[src/rtl/foc_pkg.sv]
// Types and constants shared by the FOC datapath: carrier direction, the
// three-phase duty triple handed from svpwm to the modulator, and the carrier peak.
package foc_pkg;

    typedef enum logic {
        UP   = 1'b0,
        DOWN = 1'b1
    } carrier_dir_e;

    // Widest duty any modulator instance may use; narrower instances zero-extend.
    localparam int DUTY_W = 16;

    typedef struct packed {
        logic [DUTY_W-1:0] a;
        logic [DUTY_W-1:0] b;
        logic [DUTY_W-1:0] c;
    } duty3_t;

    function automatic int unsigned PWM_MAX(input int unsigned width);
        return (32'd1 << width) - 32'd1;
    endfunction

endpackage

[src/rtl/pwm_modulator_if.sv]
// Bus between the control loop and the PWM modulator: duty load strobe, enable,
// gate outputs, sync pulses, and the carrier state for observation.
interface pwm_modulator_if #(parameter int WIDTH = 8);
    import foc_pkg::*;

    // duty_valid has no ready: the shadow registers accept every cycle, so each
    // cycle with duty_valid high is one completed transfer of da_on/db_on/dc_on.
    logic             en;
    logic [WIDTH-1:0] da_on;
    logic [WIDTH-1:0] db_on;
    logic [WIDTH-1:0] dc_on;
    logic             duty_valid;
    logic             ha, la, hb, lb, hc, lc;
    logic             period_start;
    logic             period_mid;
    logic [WIDTH-1:0] cnt;
    carrier_dir_e     dir;

    modport master (
        output en, da_on, db_on, dc_on, duty_valid,
        input  ha, la, hb, lb, hc, lc, period_start, period_mid, cnt, dir
    );

    modport slave (
        input  en, da_on, db_on, dc_on, duty_valid,
        output ha, la, hb, lb, hc, lc, period_start, period_mid, cnt, dir
    );

endinterface

[src/rtl/pwm_deadtime.sv]
// One half-bridge: turns the phase reference into complementary gates with a
// saturating stable counter that delays every gate turn-on by DEADTIME cycles.
module pwm_deadtime #(
    parameter int DEADTIME = 4
) (
    input  logic clk,
    input  logic rst_n,
    input  logic en,
    input  logic ref_nxt,
    input  logic ref_cur,
    output logic h,
    output logic l
);

    localparam logic [7:0] DT = 8'(DEADTIME);

    logic [7:0] stable;
    logic [7:0] stable_nxt;
    logic       settled;

    // ref_nxt is the D input of the reference register, so gates react in the
    // same edge that the registered reference changes.
    always_comb begin
        stable_nxt = stable;
        if (ref_nxt != ref_cur) begin
            stable_nxt = '0;
        end else if (stable != DT) begin
            stable_nxt = stable + 8'd1;
        end
        settled = (stable_nxt == DT);
    end

    always_ff @(posedge clk or negedge rst_n) begin
        if (!rst_n) begin
            stable <= '0;
            h      <= 1'b0;
            l      <= 1'b0;
        end else if (!en) begin
            stable <= '0;
            h      <= 1'b0;
            l      <= 1'b0;
        end else begin
            stable <= stable_nxt;
            h      <= ref_nxt & settled;
            l      <= ~ref_nxt & settled;
        end
    end

endmodule

[src/rtl/pwm_modulator.sv]
// Three-phase center-aligned PWM: up/down carrier, valley-aligned duty double
// buffering, per-phase compare and dead-time insertion.
module pwm_modulator
    import foc_pkg::*;
#(
    parameter int WIDTH    = 8,
    parameter int DEADTIME = 4
) (
    input  logic           clk,
    input  logic           rst_n,
    pwm_modulator_if.slave bus
);

    localparam logic [WIDTH-1:0] MAX = WIDTH'(PWM_MAX(WIDTH));

    carrier_dir_e     dir;
    carrier_dir_e     dir_nxt;
    logic [WIDTH-1:0] cnt;
    logic [WIDTH-1:0] cnt_nxt;

    duty3_t            shadow;
    duty3_t            active;
    logic [DUTY_W-1:0] cnt_ext;
    logic [2:0]        cmp;
    logic [2:0]        refs;

    always_ff @(posedge clk or negedge rst_n) begin
        if (!rst_n) begin
            cnt <= '0;
            dir <= UP;
        end else begin
            cnt <= cnt_nxt;
            dir <= dir_nxt;
        end
    end

    // dir already reads DOWN while cnt sits at the peak and UP at the valley.
    always_comb begin
        cnt_nxt = (dir == UP) ? cnt + WIDTH'(1) : cnt - WIDTH'(1);
        dir_nxt = dir;
        if (cnt_nxt == MAX) begin
            dir_nxt = DOWN;
        end else if (cnt_nxt == '0) begin
            dir_nxt = UP;
        end
    end

    assign bus.period_start = (cnt == '0);
    assign bus.period_mid   = (cnt == MAX);
    assign bus.cnt          = cnt;
    assign bus.dir          = dir;

    // The valley reload takes the shadow as it was before this cycle's strobe.
    always_ff @(posedge clk or negedge rst_n) begin
        if (!rst_n) begin
            shadow <= '0;
            active <= '0;
        end else begin
            if (bus.duty_valid) begin
                shadow <= '{a: DUTY_W'(bus.da_on), b: DUTY_W'(bus.db_on), c: DUTY_W'(bus.dc_on)};
            end
            if (cnt == '0) begin
                active <= shadow;
            end
        end
    end

    assign cnt_ext = DUTY_W'(cnt);
    assign cmp[0]  = (cnt_ext < active.a);
    assign cmp[1]  = (cnt_ext < active.b);
    assign cmp[2]  = (cnt_ext < active.c);

    always_ff @(posedge clk or negedge rst_n) begin
        if (!rst_n) begin
            refs <= '0;
        end else begin
            refs <= cmp;
        end
    end

    pwm_deadtime #(.DEADTIME(DEADTIME)) u_dt_a (
        .clk(clk), .rst_n(rst_n), .en(bus.en),
        .ref_nxt(cmp[0]), .ref_cur(refs[0]), .h(bus.ha), .l(bus.la)
    );

    pwm_deadtime #(.DEADTIME(DEADTIME)) u_dt_b (
        .clk(clk), .rst_n(rst_n), .en(bus.en),
        .ref_nxt(cmp[1]), .ref_cur(refs[1]), .h(bus.hb), .l(bus.lb)
    );

    pwm_deadtime #(.DEADTIME(DEADTIME)) u_dt_c (
        .clk(clk), .rst_n(rst_n), .en(bus.en),
        .ref_nxt(cmp[2]), .ref_cur(refs[2]), .h(bus.hc), .l(bus.lc)
    );

endmodule
[src/flat_wrapper.sv]
// flat-port wrapper written by rule: the top's interface ports become plain ports
module pwm_modulator_flat import foc_pkg::*;
#(
    parameter int WIDTH    = 8,
    parameter int DEADTIME = 4
)
  (clk, rst_n, bus_en, bus_da_on, bus_db_on, bus_dc_on, bus_duty_valid, bus_ha, bus_la, bus_hb, bus_lb, bus_hc, bus_lc, bus_period_start, bus_period_mid, bus_cnt, bus_dir);
  pwm_modulator_if #(.WIDTH(WIDTH)) bus_i ();
  input  logic clk;
  input  logic rst_n;
  input wire logic [$bits(bus_i.en)-1:0] bus_en;
  input wire logic [$bits(bus_i.da_on)-1:0] bus_da_on;
  input wire logic [$bits(bus_i.db_on)-1:0] bus_db_on;
  input wire logic [$bits(bus_i.dc_on)-1:0] bus_dc_on;
  input wire logic [$bits(bus_i.duty_valid)-1:0] bus_duty_valid;
  output wire logic [$bits(bus_i.ha)-1:0] bus_ha;
  output wire logic [$bits(bus_i.la)-1:0] bus_la;
  output wire logic [$bits(bus_i.hb)-1:0] bus_hb;
  output wire logic [$bits(bus_i.lb)-1:0] bus_lb;
  output wire logic [$bits(bus_i.hc)-1:0] bus_hc;
  output wire logic [$bits(bus_i.lc)-1:0] bus_lc;
  output wire logic [$bits(bus_i.period_start)-1:0] bus_period_start;
  output wire logic [$bits(bus_i.period_mid)-1:0] bus_period_mid;
  output wire logic [$bits(bus_i.cnt)-1:0] bus_cnt;
  output wire logic [$bits(bus_i.dir)-1:0] bus_dir;
  assign bus_i.en = bus_en;
  assign bus_i.da_on = bus_da_on;
  assign bus_i.db_on = bus_db_on;
  assign bus_i.dc_on = bus_dc_on;
  assign bus_i.duty_valid = bus_duty_valid;
  assign bus_ha = bus_i.ha;
  assign bus_la = bus_i.la;
  assign bus_hb = bus_i.hb;
  assign bus_lb = bus_i.lb;
  assign bus_hc = bus_i.hc;
  assign bus_lc = bus_i.lc;
  assign bus_period_start = bus_i.period_start;
  assign bus_period_mid = bus_i.period_mid;
  assign bus_cnt = bus_i.cnt;
  assign bus_dir = bus_i.dir;
  pwm_modulator #(.WIDTH(WIDTH), .DEADTIME(DEADTIME)) u_core (.clk(clk), .rst_n(rst_n), .bus(bus_i));
endmodule
[config.mk]
export PLATFORM = sky130hd
export DESIGN_NAME = pwm_modulator_flat
export DESIGN_NICKNAME = d
export VERILOG_FILES = /design/src/rtl/foc_pkg.sv /design/src/rtl/pwm_modulator_if.sv /design/src/rtl/pwm_deadtime.sv /design/src/rtl/pwm_modulator.sv /design/src/flat_wrapper.sv
export SDC_FILE = /design/constraint.sdc
export NUM_CORES = 1
export LEC_CHECK = 0
export CAP_MARGIN = 0
export CORE_UTILIZATION = 30
export DETAILED_ROUTE_END_ITERATION = 10
export PLACE_DENSITY = 0.53
export SETUP_SLACK_MARGIN = 0.15
export SLEW_MARGIN = 20
export SYNTH_ARGS = -nofsm -noshare
export SYNTH_HDL_FRONTEND = slang
export SYNTH_SLANG_ARGS = --single-unit
[constraint.sdc]
create_clock -name clk -period 3.22 [get_ports clk]
set_clock_uncertainty 0.1 [all_clocks]
set_input_delay 0.644 -clock clk [delete_from_list [all_inputs] [get_ports clk]]
set_output_delay 0.644 -clock clk [all_outputs]
set_load 0.03 [all_outputs]
==> summary.txt <==
Run status
  • Outcome: complete, no violations

Placed design
  • Dpl hpwl: ~7000 um
  • GP Congestion: between 0.7 and 0.8
  • Port Buffers: 44
  • Placed cell count: between 600 and 700
  • Placed cell areas: ~5400 um2
  • Place WS: around 0.5 ns

Logic synthesis
  • Synth Register Bits: 90
  • Synth cell types: 55
  • Post-synth ARST share: 100%
  • Synth top area cells: dfrtp_1 48%, ha_1 9.4%, mux2_2 5.8%
  • Register area share after synthesis: 48.2%
  • Post-Synthesis Cells: approximately 450
  • Post-synth top cells: 90 x dfrtp_1, 43 x nand2_1, 35 x ha_1, 35 x inv_1, 30 x nor2_1
  • Synth Net Count: 513
  • Avg Inst Size Synth: 10.4 um2
  • Yosys top cell area share: a little under 50%
  • Post-synth EDFFs: 0
  • Most common cell in the synthesized netlist: dfrtp_1
  • Netlist Area Pre-Place: 4680 um2
  • Top FF cell, synth: dfrtp_1
  • Area leader, netlist: dfrtp_1
  • Synth warnings: 0

Drt
  • Initial DRT Pass Iterations: 5
  • Residual DRC: 0
  • Routed len/inst: approximately 14 um
  • Routed Antenna Nets: 0
  • Routed vias/inst: 4.90
  • Routed via count: roughly 3400
  • Initial DRC count: around 210
  • Final wirelength: about 9600 um

Hold path
  • Worst hold path class: primary input to asynchronous set/reset pin

STA
  • Slew headroom: around three fifths
  • Slew @ Worst Pin: 0.598 ns
  • Period Utilization, post-route: roughly 90%
  • Peak Freq: approximately 340 MHz
  • Final WS setup: ~0.32 ns
  • Minimum clock period: approximately 2.9 ns
  • Pins over their slew limit: 0
  • RSZ-0062 raised after global routing: false
  • Hold Fails Final Rpt: 0
  • Final setup fails: 0
  • Setup TNS: 0 ns

Global routing
  • Total gr overflow: 0
  • First-pass GRT wire length: about 16000 um
  • Initial antenna violation count: 0
  • Vias in the first global route: 3368
  • Tot GR Track Use: between 10% and 20%
  • Pin count of the biggest net entering global routing: 46

Clocking
  • CTS H-tree lvls: 3
  • CTS tree: yes
  • Worst-Skew Late Latency: 0.34 ns
  • Postcts setup bufs: 0
  • Total CTS buffers: 9
  • CTS Root Cell: clkbuf_16
  • Number of clock sinks: 90
  • CTS Buffer Depth: 2
  • Register clock-pin slew on the reported worst setup and hold paths: 0.06 ns
  • CTS resizes: 0
  • Hold buffers post-CTS: 0

Floorplanning
  • Core box area: approximately 15000 um2
  • Full die area: 16100 um2
  • Initial Util: 30.8%
  • Rows: 45
  • Die Height: 127 um
  • I/O pin total: 45
  • Die width: 127 um

Critical path
  • WP data required: ~2.5 ns
  • Crit-path max FO: 7
  • CP max stage delay: between 0.6 and 0.7 ns
  • Crit-path cells: nor4_1, nand2_1, inv_2, clkdlybuf4s50_1
  • Crit. End Element: output port
  • Critical Path AT: 2.16 ns
  • CP max-delay cell: clkdlybuf4s50_1
  • Startpoint Class: register
  • Critical path type: register to output port

Job
  • Max_cap viols: 0

Final layout
  • Final Cell Area: about 5700 um2
  • Synth-to-layout area growth: 21.4%
  • Number of diodes: 0
  • Share of layout cells above drive strength 1: around 11%
  • Post-route insts no fill: between 600 and 700
  • Fin util: between 30% and 40%
  • Final Net Count: around 570

Power and ir drop
  • Pleak: 2.49 nW
  • VDD IR max: roughly 0.26 mV
  • PD cells: between 400 and 500 nW/um2
[worst max-delay path, delay by kind of cell, from the launching register on]
family | cells | cell delay, ns
flip-flops | 1 | 0.49
AND/OR/NAND/NOR | 2 | 0.56
buffers and inverters | 2 | 0.77
[flip-flops by register name (all words and copies together), names as in the netlist, 3 cells and up]
register / count
u_core.active: 24
u_core.bus.cnt: 8
u_core.refs: 3
u_core.shadow: 24
u_core.u_dt_a.stable: 8
u_core.u_dt_b.stable: 8
u_core.u_dt_c.stable: 8
[metal layers]
metal | global-route usage [%] | routed length [um] | vias to the layer above
li1 | - | - | 1695
met1 | 16.0 | 4460 | 1644
met2 | 21.4 | 4620 | 56
met3 | 3.46 | 354 | 16
met4 | 4.41 | 143 | 0
met5 | 0 | 0 | -
[layout make-up]
| cell class | count | area, um2 |
|---|---|---|
| inverters | 36 | 135 |
| repair buffers | 52 | 498 |
| fillers | 1501 | 9520 |
| well taps | 188 | 235 |
| flip-flops and latches | 90 | 2250 |
| clock inverters | 6 | 65.1 |
| clock buffers | 10 | 239 |
| multi-input cells | 314 | 2250 |
[power by group]
part,leakage (nW),internal [mW],switching [mW]
Combinational,1.19,0.111,0.116
Sequential,1.15,1.19,0.0429
Clock,0.149,0.624,0.436
[per-stage QoR]
stage,power [mW],hold slack [ns]
floorplan,1.38,0.248
global placement,1.48,0.359
detailed placement,1.48,0.364
CTS,2.56,0.200
global route,2.64,0.226
finish,2.52,0.193
[cells in the final DEF, fill, tap and decap left out, types with 9 or more instances in the layout]
cell type / n
a21oi_1: 16
and3_1: 11
buf_4: 9
clkbuf_16: 9
clkdlybuf4s50_1: 43
dfrtp_1: 90
ha_1: 35
inv_1: 35
mux2_2: 24
nand2_1: 43
nand3_1: 11
nor2_1: 30
o211ai_1: 10
o21ai_0: 26
xnor2_1: 15
xor2_1: 11
[final timing paths]
| check | start | end | slack [ns] | cells past startpoint |
|---|---|---|---|---|
| setup / recovery | u_core.bus.cnt[4] | bus_period_start | 0.32 | 4 |
| hold reg to reg | u_core.shadow[32] | u_core.active[32] | 0.37 | 2 |
| hold / removal | rst_n | u_core.shadow[16] | 0.19 | 1 |
| min in group clk | u_core.shadow[32] | u_core.active[32] | 0.37 | 2 |
| setup reg to reg | u_core.bus.dir | u_core.bus.dir | 0.51 | 8 |
| max in group asynchronous | rst_n | u_core.u_dt_b.stable[0] | 2.15 | 2 |
[cells by family after synthesis]
| logic type | share of synthesized area (%) |
|---|---|
| xor gates and xnor gates | 4.87 |
| buffers and inverters | 3.64 |
| and+or+nand+nor | 16.3 |
| AOI/OAI and AO/OA | 11.2 |
| DFF | 48.2 |
| muxes | 5.99 |
| adders and majority gates | 9.79 |
Note: power is estimated with default switching activity, not from simulation.
